### src/rtl/btn_pkg.sv
// Shared definitions for the push-button event block.
// State encoding is fixed so board-level debug taps can decode it directly.
// Default timing constants assume the 100 MHz board clock.
package btn_pkg;

    localparam logic [1:0] ST_WAIT_LOW = 2'd0;
    localparam logic [1:0] ST_IDLE     = 2'd1;
    localparam logic [1:0] ST_PRESS    = 2'd2;
    localparam logic [1:0] ST_REPEAT   = 2'd3;

    typedef enum logic [1:0] {
        S_WAIT_LOW = ST_WAIT_LOW,
        S_IDLE     = ST_IDLE,
        S_PRESS    = ST_PRESS,
        S_REPEAT   = ST_REPEAT
    } state_t;

    // 0.5 s to long-press, then 10 Hz auto-repeat at 100 MHz.
    localparam int unsigned LONG_CYCLES_DEF   = 50_000_000;
    localparam int unsigned REPEAT_CYCLES_DEF = 10_000_000;

endpackage

### src/rtl/btn_event.sv
// Purpose: turn a debounced button level into press/release/click/long/repeat/step pulses.
// Latency: 1 clk from sampled level change to the corresponding registered pulse.
// Backpressure: none; pulses are fire-and-forget, one cycle wide.
//
// Ports:
//   clk        system clock
//   rst        asynchronous, active-high reset (clears state, counter and all outputs)
//   in         debounced button level, synchronous to clk, 1 = pressed
//   held       1 while the button is in an accepted press (PRESS or REPEAT)
//   press      pulse on the accepted rising edge
//   release_p  pulse on the falling edge after an accepted press
//              (named release_p because "release" is a reserved word)
//   click      pulse on a release before the long threshold
//   long_p     pulse when the hold reaches LONG_CYCLES
//   rpt        pulse every REPEAT_CYCLES after long_p while still held
//   step       press | long_p | rpt
module btn_event
    import btn_pkg::*;
#(
    parameter int unsigned LONG_CYCLES   = LONG_CYCLES_DEF,
    parameter int unsigned REPEAT_CYCLES = REPEAT_CYCLES_DEF,
    parameter int unsigned CNT_W         = 32
) (
    input  logic clk,
    input  logic rst,
    input  logic in,
    output logic held,
    output logic press,
    output logic release_p,
    output logic click,
    output logic long_p,
    output logic rpt,
    output logic step
);

    // Counter holds the number of cycles elapsed since the last pulse
    // (press, long_p or rpt); the terminal value fires the next pulse on
    // the following edge, so spacing is exactly LONG_CYCLES / REPEAT_CYCLES.
    localparam logic [CNT_W-1:0] LONG_LAST   = CNT_W'(LONG_CYCLES - 1);
    localparam logic [CNT_W-1:0] REPEAT_LAST = CNT_W'(REPEAT_CYCLES - 1);

    state_t           state;
    state_t           state_nxt;
    logic [CNT_W-1:0] cnt;
    logic [CNT_W-1:0] cnt_nxt;

    logic held_nxt;
    logic press_nxt;
    logic release_nxt;
    logic click_nxt;
    logic long_nxt;
    logic rpt_nxt;
    logic step_nxt;

    always_comb begin
        state_nxt   = state;
        cnt_nxt     = cnt;
        press_nxt   = 1'b0;
        release_nxt = 1'b0;
        click_nxt   = 1'b0;
        long_nxt    = 1'b0;
        rpt_nxt     = 1'b0;

        case (state)
            // A button held through reset must be seen low before it can
            // produce a press.
            S_WAIT_LOW: begin
                if (!in) begin
                    state_nxt = S_IDLE;
                end
            end
            S_IDLE: begin
                if (in) begin
                    state_nxt = S_PRESS;
                    press_nxt = 1'b1;
                    cnt_nxt   = '0;
                end
            end
            // Release is checked first so it wins over a threshold hit in
            // the same cycle.
            S_PRESS: begin
                if (!in) begin
                    state_nxt   = S_IDLE;
                    release_nxt = 1'b1;
                    click_nxt   = 1'b1;
                    cnt_nxt     = '0;
                end else if (cnt == LONG_LAST) begin
                    state_nxt = S_REPEAT;
                    long_nxt  = 1'b1;
                    cnt_nxt   = '0;
                end else begin
                    cnt_nxt = cnt + CNT_W'(1);
                end
            end
            S_REPEAT: begin
                if (!in) begin
                    state_nxt   = S_IDLE;
                    release_nxt = 1'b1;
                    cnt_nxt     = '0;
                end else if (cnt == REPEAT_LAST) begin
                    rpt_nxt = 1'b1;
                    cnt_nxt = '0;
                end else begin
                    cnt_nxt = cnt + CNT_W'(1);
                end
            end
            default: begin
                state_nxt = S_WAIT_LOW;
                cnt_nxt   = '0;
            end
        endcase

        held_nxt = (state_nxt == S_PRESS) || (state_nxt == S_REPEAT);
        step_nxt = press_nxt | long_nxt | rpt_nxt;
    end

    always_ff @(posedge clk or posedge rst) begin
        if (rst) begin
            state     <= S_WAIT_LOW;
            cnt       <= '0;
            held      <= 1'b0;
            press     <= 1'b0;
            release_p <= 1'b0;
            click     <= 1'b0;
            long_p    <= 1'b0;
            rpt       <= 1'b0;
            step      <= 1'b0;
        end else begin
            state     <= state_nxt;
            cnt       <= cnt_nxt;
            held      <= held_nxt;
            press     <= press_nxt;
            release_p <= release_nxt;
            click     <= click_nxt;
            long_p    <= long_nxt;
            rpt       <= rpt_nxt;
            step      <= step_nxt;
        end
    end

endmodule
### config.mk
export PLATFORM = sky130hd
export DESIGN_NAME = btn_event
export DESIGN_NICKNAME = d
export VERILOG_FILES = /design/src/rtl/btn_pkg.sv /design/src/rtl/btn_event.sv
export SDC_FILE = /design/constraint.sdc
export NUM_CORES = 1
export LEC_CHECK = 0
export CAP_MARGIN = 20
export CELL_PAD_IN_SITES_DETAIL_PLACEMENT = 0
export CELL_PAD_IN_SITES_GLOBAL_PLACEMENT = 1
export CORE_MARGIN = 4
export CORE_UTILIZATION = 35
export DETAILED_ROUTE_END_ITERATION = 10
export PLACE_DENSITY_LB_ADDON = 0.1
export SYNTH_ARGS = -nofsm -noshare
export SYNTH_HDL_FRONTEND = slang
export SYNTH_SLANG_ARGS = --single-unit
### constraint.sdc
create_clock -name clk -period 5.6 [get_ports clk]
set_input_delay 1.12 -clock clk [delete_from_list [all_inputs] [get_ports clk]]
set_output_delay 1.12 -clock clk [all_outputs]
set_load 0.005 [all_outputs]
==> results.json, run 1 <==
{
  "status": "finished clean",
  "grt_first_pass_wirelength_mm": 9.763,
  "final-seq-area_um2": 1026,
  "rsz0062_at_grt": "false",
  "fmax_mhz": 319.8,
  "synth_fp_nets": 267,
  "tmin_final_ns": 3.127,
  "synth-warning-count": 0,
  "synth_sequential_area_ratio_pct": 43.71,
  "globalplace.congestion": 0.7980,
  "post-synth-top-area-fraction_pct": 43.71,
  "hold_buffers": 0,
  "worst_hold_path_type": "flop to flop",
  "synth.most_common_cell": "dfrtp_1",
  "fp.dieH_um": 89.89,
  "design.core.area_um2": 6422,
  "commonest_cells_in_the_netlist": "dfrtp_1 (41), nand2_1 (29), nor2_1 (26)",
  "drt_wl_total_mm": 5.770,
  "buffer_ports.inserted": 9,
  "actual_transition_at_the_worst_max_transition_pin_ns": 0.8892,
  "final-max-slew-violation-count": 0,
  "cts_inserted_buffers": 5,
  "start_kind": "input pin",
  "post_cts_resize_count": 0,
  "dpl.hpwl_mm": 4.021,
  "synthesis.area_per_instance_um2": 9.098,
  "flow.area_growth_from_synthesis_pct": 10.98,
  "final_setup_slack_of_the_worst_path_ns": 2.473,
  "detailedRoute.firstPassIterationCount": 4,
  "postSynth.asyncResetShare_pct": 100.0,
  "yosysTopAreaCell": "dfrtp_1",
  "max-vdd-ir-drop_v": 0.0001521,
  "drtIter0Drc": 105,
  "nNetsFinal": 277,
  "num_rows": 29,
  "crit_path_max_incr_delay_ns": 0.67,
  "floorplan.die_area_um2": 8080,
  "crit_family": "compound AO/OA/AOI/OAI gates",
  "setup_violations": 0,
  "critPathCaptureType": "flop",
  "postSynth.topFlopCell": "dfrtp_1",
  "initial_core_util_pct": 36.55,
  "synth_cells": 258,
  "synth_area_um2": 2347,
  "cts_buffer_depth": 2,
  "route.detailed.drc": 0,
  "root_buffer": "clkbuf_8",
  "layout-drive-gt1-share_pct": 6.691,
  "worst-endpoint-required_ns": 5.78,
  "routedWlPerCell_um": 16.68,
  "global_route.overflow_total": 0,
  "antennaDiodeCount": 0,
  "vias": 1935,
  "detailedPlace.worstSlack_ns": 2.126,
  "cts_tree": "built",
  "crit_path_max_fanout": 12,
  "clk_transition_reported_paths_ns": 0.08,
  "num-fill-cells": 651,
  "die-width_um": 89.89,
  "pin_count_of_the_biggest_net_entering_global_routing": 42,
  "crit_arrival_ns": 3.31,
  "htreeDepth": 2,
  "synth.lib_cells_used.distinct": 41,
  "post_synth_main_area_contributors": "dfrtp_1 (44%), xor2_1 (6.0%), nand2_1 (4.6%)",
  "vias_per_cell": 5.592,
  "synth_edf_count": 0,
  "clock_insertion_delay_worst_skew_ns": 0.30,
  "synth-seq-cells": 41,
  "totalNegativeSetupSlack_ns": 0,
  "cp_cell_sequence": "clkdlybuf4s50_1 -> o21a_1 -> o31a_1 -> o21ai_2 -> o311ai_0",
  "cellPowerDensity_nw_per_um2": 304.1,
  "detail-route-antenna-nets": 0,
  "critical_path_class": "input pin to flop",
  "multi_input_area_um2": 1254,
  "timing.clock.skew_ns": 0.006687,
  "crit_buf_inv": 1,
  "slew_headroom_pct": 40.17,
  "crit_path_top_delay_cell": "clkdlybuf4s50_1",
  "hold_viol_final": 0,
  "final.period_utilization_pct": 55.84,
  "drv.max_cap_violation_count": 0,
  "standby_leakage_power_nw": 1.059,
  "cts_setup_buffers": 0,
  "via_count_of_the_first_global_routing_pass": 1857,
  "cts_sinks": 41,
  "grt_antenna_before_repair": 0,
  "r2r_setup_slack_ns": 3.09,
  "grt_usage_pct": 15.06,
  "top_level_ports": 10
}
[final timing paths]
check,startpoint,endpoint,depth (start not counted)
min in group asynchronous,rst,cnt[14],3
min,cnt[11],cnt[11],1
max,in,cnt[4],5
max in group asynchronous,rst,cnt[17],3
max reg2reg,cnt[0],cnt[15],6
min reg2reg,cnt[11],cnt[11],1
[per-stage QoR]
stage	hold slack, ns	area (um^2)	util, %	power [mW]	std cells
5_1_grt	0.6047	2605	40.56	0.8506	346
6_report	0.5686	2605	40.56	0.7921	346
2_1_floorplan	0.4867	2347	-	0.5155	258
4_1_cts	0.5699	2605	40.56	0.8064	346
3_5_place_dp	0.5565	2504	38.98	0.5865	338
3_3_place_gp	0.5520	2504	38.98	0.5861	338
[layout make-up]
| type | instances | share of cell area, % |
|---|---|---|
| Clock buffer | 7 | 3.698 |
| Clock inverter | 1 | 0.1921 |
| Inverter | 8 | 1.153 |
| Multi-Input combinational cell | 202 | 48.13 |
| Sequential cell | 41 | 39.39 |
| Tap cell | 77 | 3.698 |
| Timing Repair Buffer | 10 | 3.746 |
[registers in the layout (all words and copies together) (netlist names)]
register   count
state          2
long_p         1
click          1
step           1
rpt            1
press          1
held           1
release_p      1
cnt           32
[kinds of logic after synthesis]
kind of cell / count (synthesis) / synth area share, %
simple gates: 140 / 33.10
buf+inv: 15 / 2.878
flops: 41 / 43.71
xor+xnor: 16 / 5.970
fa+ha+maj: 6 / 3.198
compound gates: 40 / 11.14
[report_power, final]
part / switching, mW / internal [mW]
Combinational: 0.171 / 0.0687
Sequential: 0.0181 / 0.317
Clock: 0.107 / 0.112
[routing by layer]
layer | vias up | GRT usage (%) | share of wire (%)
met4 | 0 | 4.847 | 0.99
met1 | 944 | 21.86 | 50
li1 | 963 | - | -
met2 | 23 | 22.56 | 46
met5 | - | 0 | 0
met3 | 5 | 2.922 | 3.1
[cell usage in the layout (no fill, tap or decap), types with 7 or more instances in the layout]
cell,instances
inv_1,7
nor2_1,26
o211ai_1,7
and3_1,7
nand2_1,29
nand4_1,15
clkbuf_8,7
o21ai_0,11
dfrtp_1,41
nor3_1,11
xor2_1,16
a21oi_1,7
clkdlybuf4s50_1,9
nand3_1,20
No activity file was read; power rests on OpenSTA's default activity.
==> run 2: changes to the inputs <==
==> constraint.sdc (replaced) <==
create_clock -name clk -period 2.8 [get_ports clk]
set_input_delay 0.56 -clock clk [delete_from_list [all_inputs] [get_ports clk]]
set_output_delay 0.56 -clock clk [all_outputs]
set_load 0.005 [all_outputs]
==> run 2 against run 1 <==
Compared with the run above:
- core utilization up 1.1 points
- via count up 0.52%
- wire length down 0.50%
- hold slack worse by 0.060 ns
- largest power group unchanged
- highest routed layer unchanged
==> results.json, run 2 (same netlist as run 1, synthesis figures left out) <==
{
  "drv.max_cap_violation_count": 0,
  "worstSetupStartpoint": "cnt[0]",
  "slew_headroom_pct": 61.48,
  "dpl.hpwl_mm": 4.310,
  "tmin_final_ns": 2.198,
  "route.detailed.drc": 0,
  "totalNegativeSetupSlack_ns": 0,
  "final-seq-area_um2": 1026,
  "cts_tree": "built",
  "vias": 1945,
  "global_route.usage.met1_pct": 21.27,
  "cts_setup_buffers": 0,
  "crit_path_top_delay_cell": "dfrtp_1",
  "final_setup_slack_of_the_worst_path_ns": 0.6022,
  "grt_usage_pct": 15.09,
  "layout.cells.most_common": "dfrtp_1",
  "worst-endpoint-required_ns": 2.98,
  "final.period_utilization_pct": 78.49,
  "layout-drive-gt1-share_pct": 9.712,
  "clock_insertion_delay_worst_skew_ns": 0.29,
  "actual_transition_at_the_worst_max_transition_pin_ns": 0.5725,
  "flow.area_growth_from_synthesis_pct": 13.86,
  "timing.clock.skew_ns": 0.006688,
  "initial_core_util_pct": 36.55,
  "layout_common_cells": "dfrtp_1 (41), nand2_1 (29), nor2_1 (26)",
  "pin_count_of_the_biggest_net_entering_global_routing": 20,
  "use_met2_pct": 23.93,
  "vias_per_cell": 5.479,
  "via_count_of_the_first_global_routing_pass": 1856,
  "fp.dieH_um": 89.89,
  "cts_buffer_depth": 2,
  "cellPowerDensity_nw_per_um2": 615.9,
  "design.core.area_um2": 6422,
  "most_flop_heavy_register": "cnt",
  "start_kind": "flop",
  "top_regs": "cnt x32, state x2",
  "detailedRoute.firstPassIterationCount": 4,
  "globalplace.congestion": 0.7707,
  "fmax_mhz": 455.0,
  "antennaDiodeCount": 0,
  "multi_input_area_um2": 1254,
  "most_common_cell_on_crit_path": "buf_4",
  "die-width_um": 89.89,
  "design_power_total_mw": 1.646,
  "cp_cell_sequence": "ha_1 -> and3_1 -> nand3_1 -> o31a_1 -> buf_4 -> nor3_4 -> buf_4 -> nor3_1",
  "final-max-slew-violation-count": 0,
  "htreeDepth": 2,
  "critical_path_class": "flop to flop",
  "drtIter0Drc": 85,
  "root_buffer": "clkbuf_8",
  "global_route.overflow_total": 0,
  "layer_with_the_highest_usage_after_global_routing": "met2",
  "post_cts_resize_count": 0,
  "grtUsageMet3_pct": 2.755,
  "floorplan.die_area_um2": 8080,
  "cts_sinks": 41,
  "routedWlPerCell_um": 16.17,
  "rsz0062_at_grt": "false",
  "num-fill-cells": 642,
  "crit_path_max_fanout": 11,
  "nNetsFinal": 286,
  "fin_worst_hold_slack_ns": 0.5087,
  "detail-route-antenna-nets": 0,
  "grt_antenna_before_repair": 0,
  "standby_leakage_power_nw": 1.105,
  "setup_violations": 0,
  "status": "finished clean",
  "cts_inserted_buffers": 5,
  "grt_first_pass_wirelength_mm": 9.853,
  "crit_arrival_ns": 2.38,
  "buffer_ports.inserted": 9,
  "top_level_ports": 10,
  "detailedPlace.worstSlack_ns": 0.3651,
  "max-vdd-ir-drop_v": 0.0003387,
  "hold_viol_final": 0,
  "drt_wl_total_mm": 5.741,
  "clk_transition_reported_paths_ns": 0.08,
  "hold_buffers": 0,
  "worstReg2RegStart": "cnt[0]",
  "critPathCaptureType": "flop",
  "worst_hold_path_type": "input pin to async pin",
  "crit_path_max_incr_delay_ns": 0.46,
  "num_rows": 29,
  "flip_flop_count_of_the_largest_register_after_layout": 32
}
[run 2: layout make-up]
type | count | area share [%]
multi-input combinational | 202 | 46.91
sequential | 41 | 38.39
timing repair buffer | 19 | 6.180
clock buffer | 7 | 3.605
tap | 77 | 3.605
inverter | 8 | 1.124
clock inverter | 1 | 0.1873
[run 2: report_power, final]
| group | switching (mW) | leakage, nW | internal [mW] |
|---|---|---|---|
| Clock | 0.209 | 0.0542 | 0.223 |
| Combinational | 0.347 | 0.482 | 0.196 |
| Sequential | 0.0375 | 0.568 | 0.633 |
[run 2: final timing paths]
path	endpoint	slack [ns]	cells past startpoint
min in group clk	cnt[1]	0.57	2
worst max-delay path	cnt[15]	0.60	8
worst min register to register	cnt[1]	0.57	2
worst min-delay path	cnt[7]	0.51	2
max in group asynchronous	cnt[18]	1.76	3
worst max register to register	cnt[15]	0.60	8
[run 2: worst max-delay path: cells and delay by family (launching register included)]
family	cells	cell delay [ns]
fa+ha+maj	1	0.23
flops	1	0.46
buf+inv	2	0.39
compound gates	1	0.38
simple gates	4	0.63
[run 2: through the flow]
step / cells / util [%] / instance area [um^2]
6_report: 355 / 41.61 / 2673
5_1_grt: 355 / 41.61 / 2673
4_1_cts: 355 / 41.61 / 2673
3_5_place_dp: 347 / 40.04 / 2571
3_3_place_gp: 347 / 40.04 / 2571
2_1_floorplan: 258 / - / 2347
[run 2: routing by layer]
metal  routed length, um  vias to the layer above
met5                   0                        -
met3                 169                        7
met1                2851                      927
met2                2652                       27
li1                    -                      984
met4                  68                        0
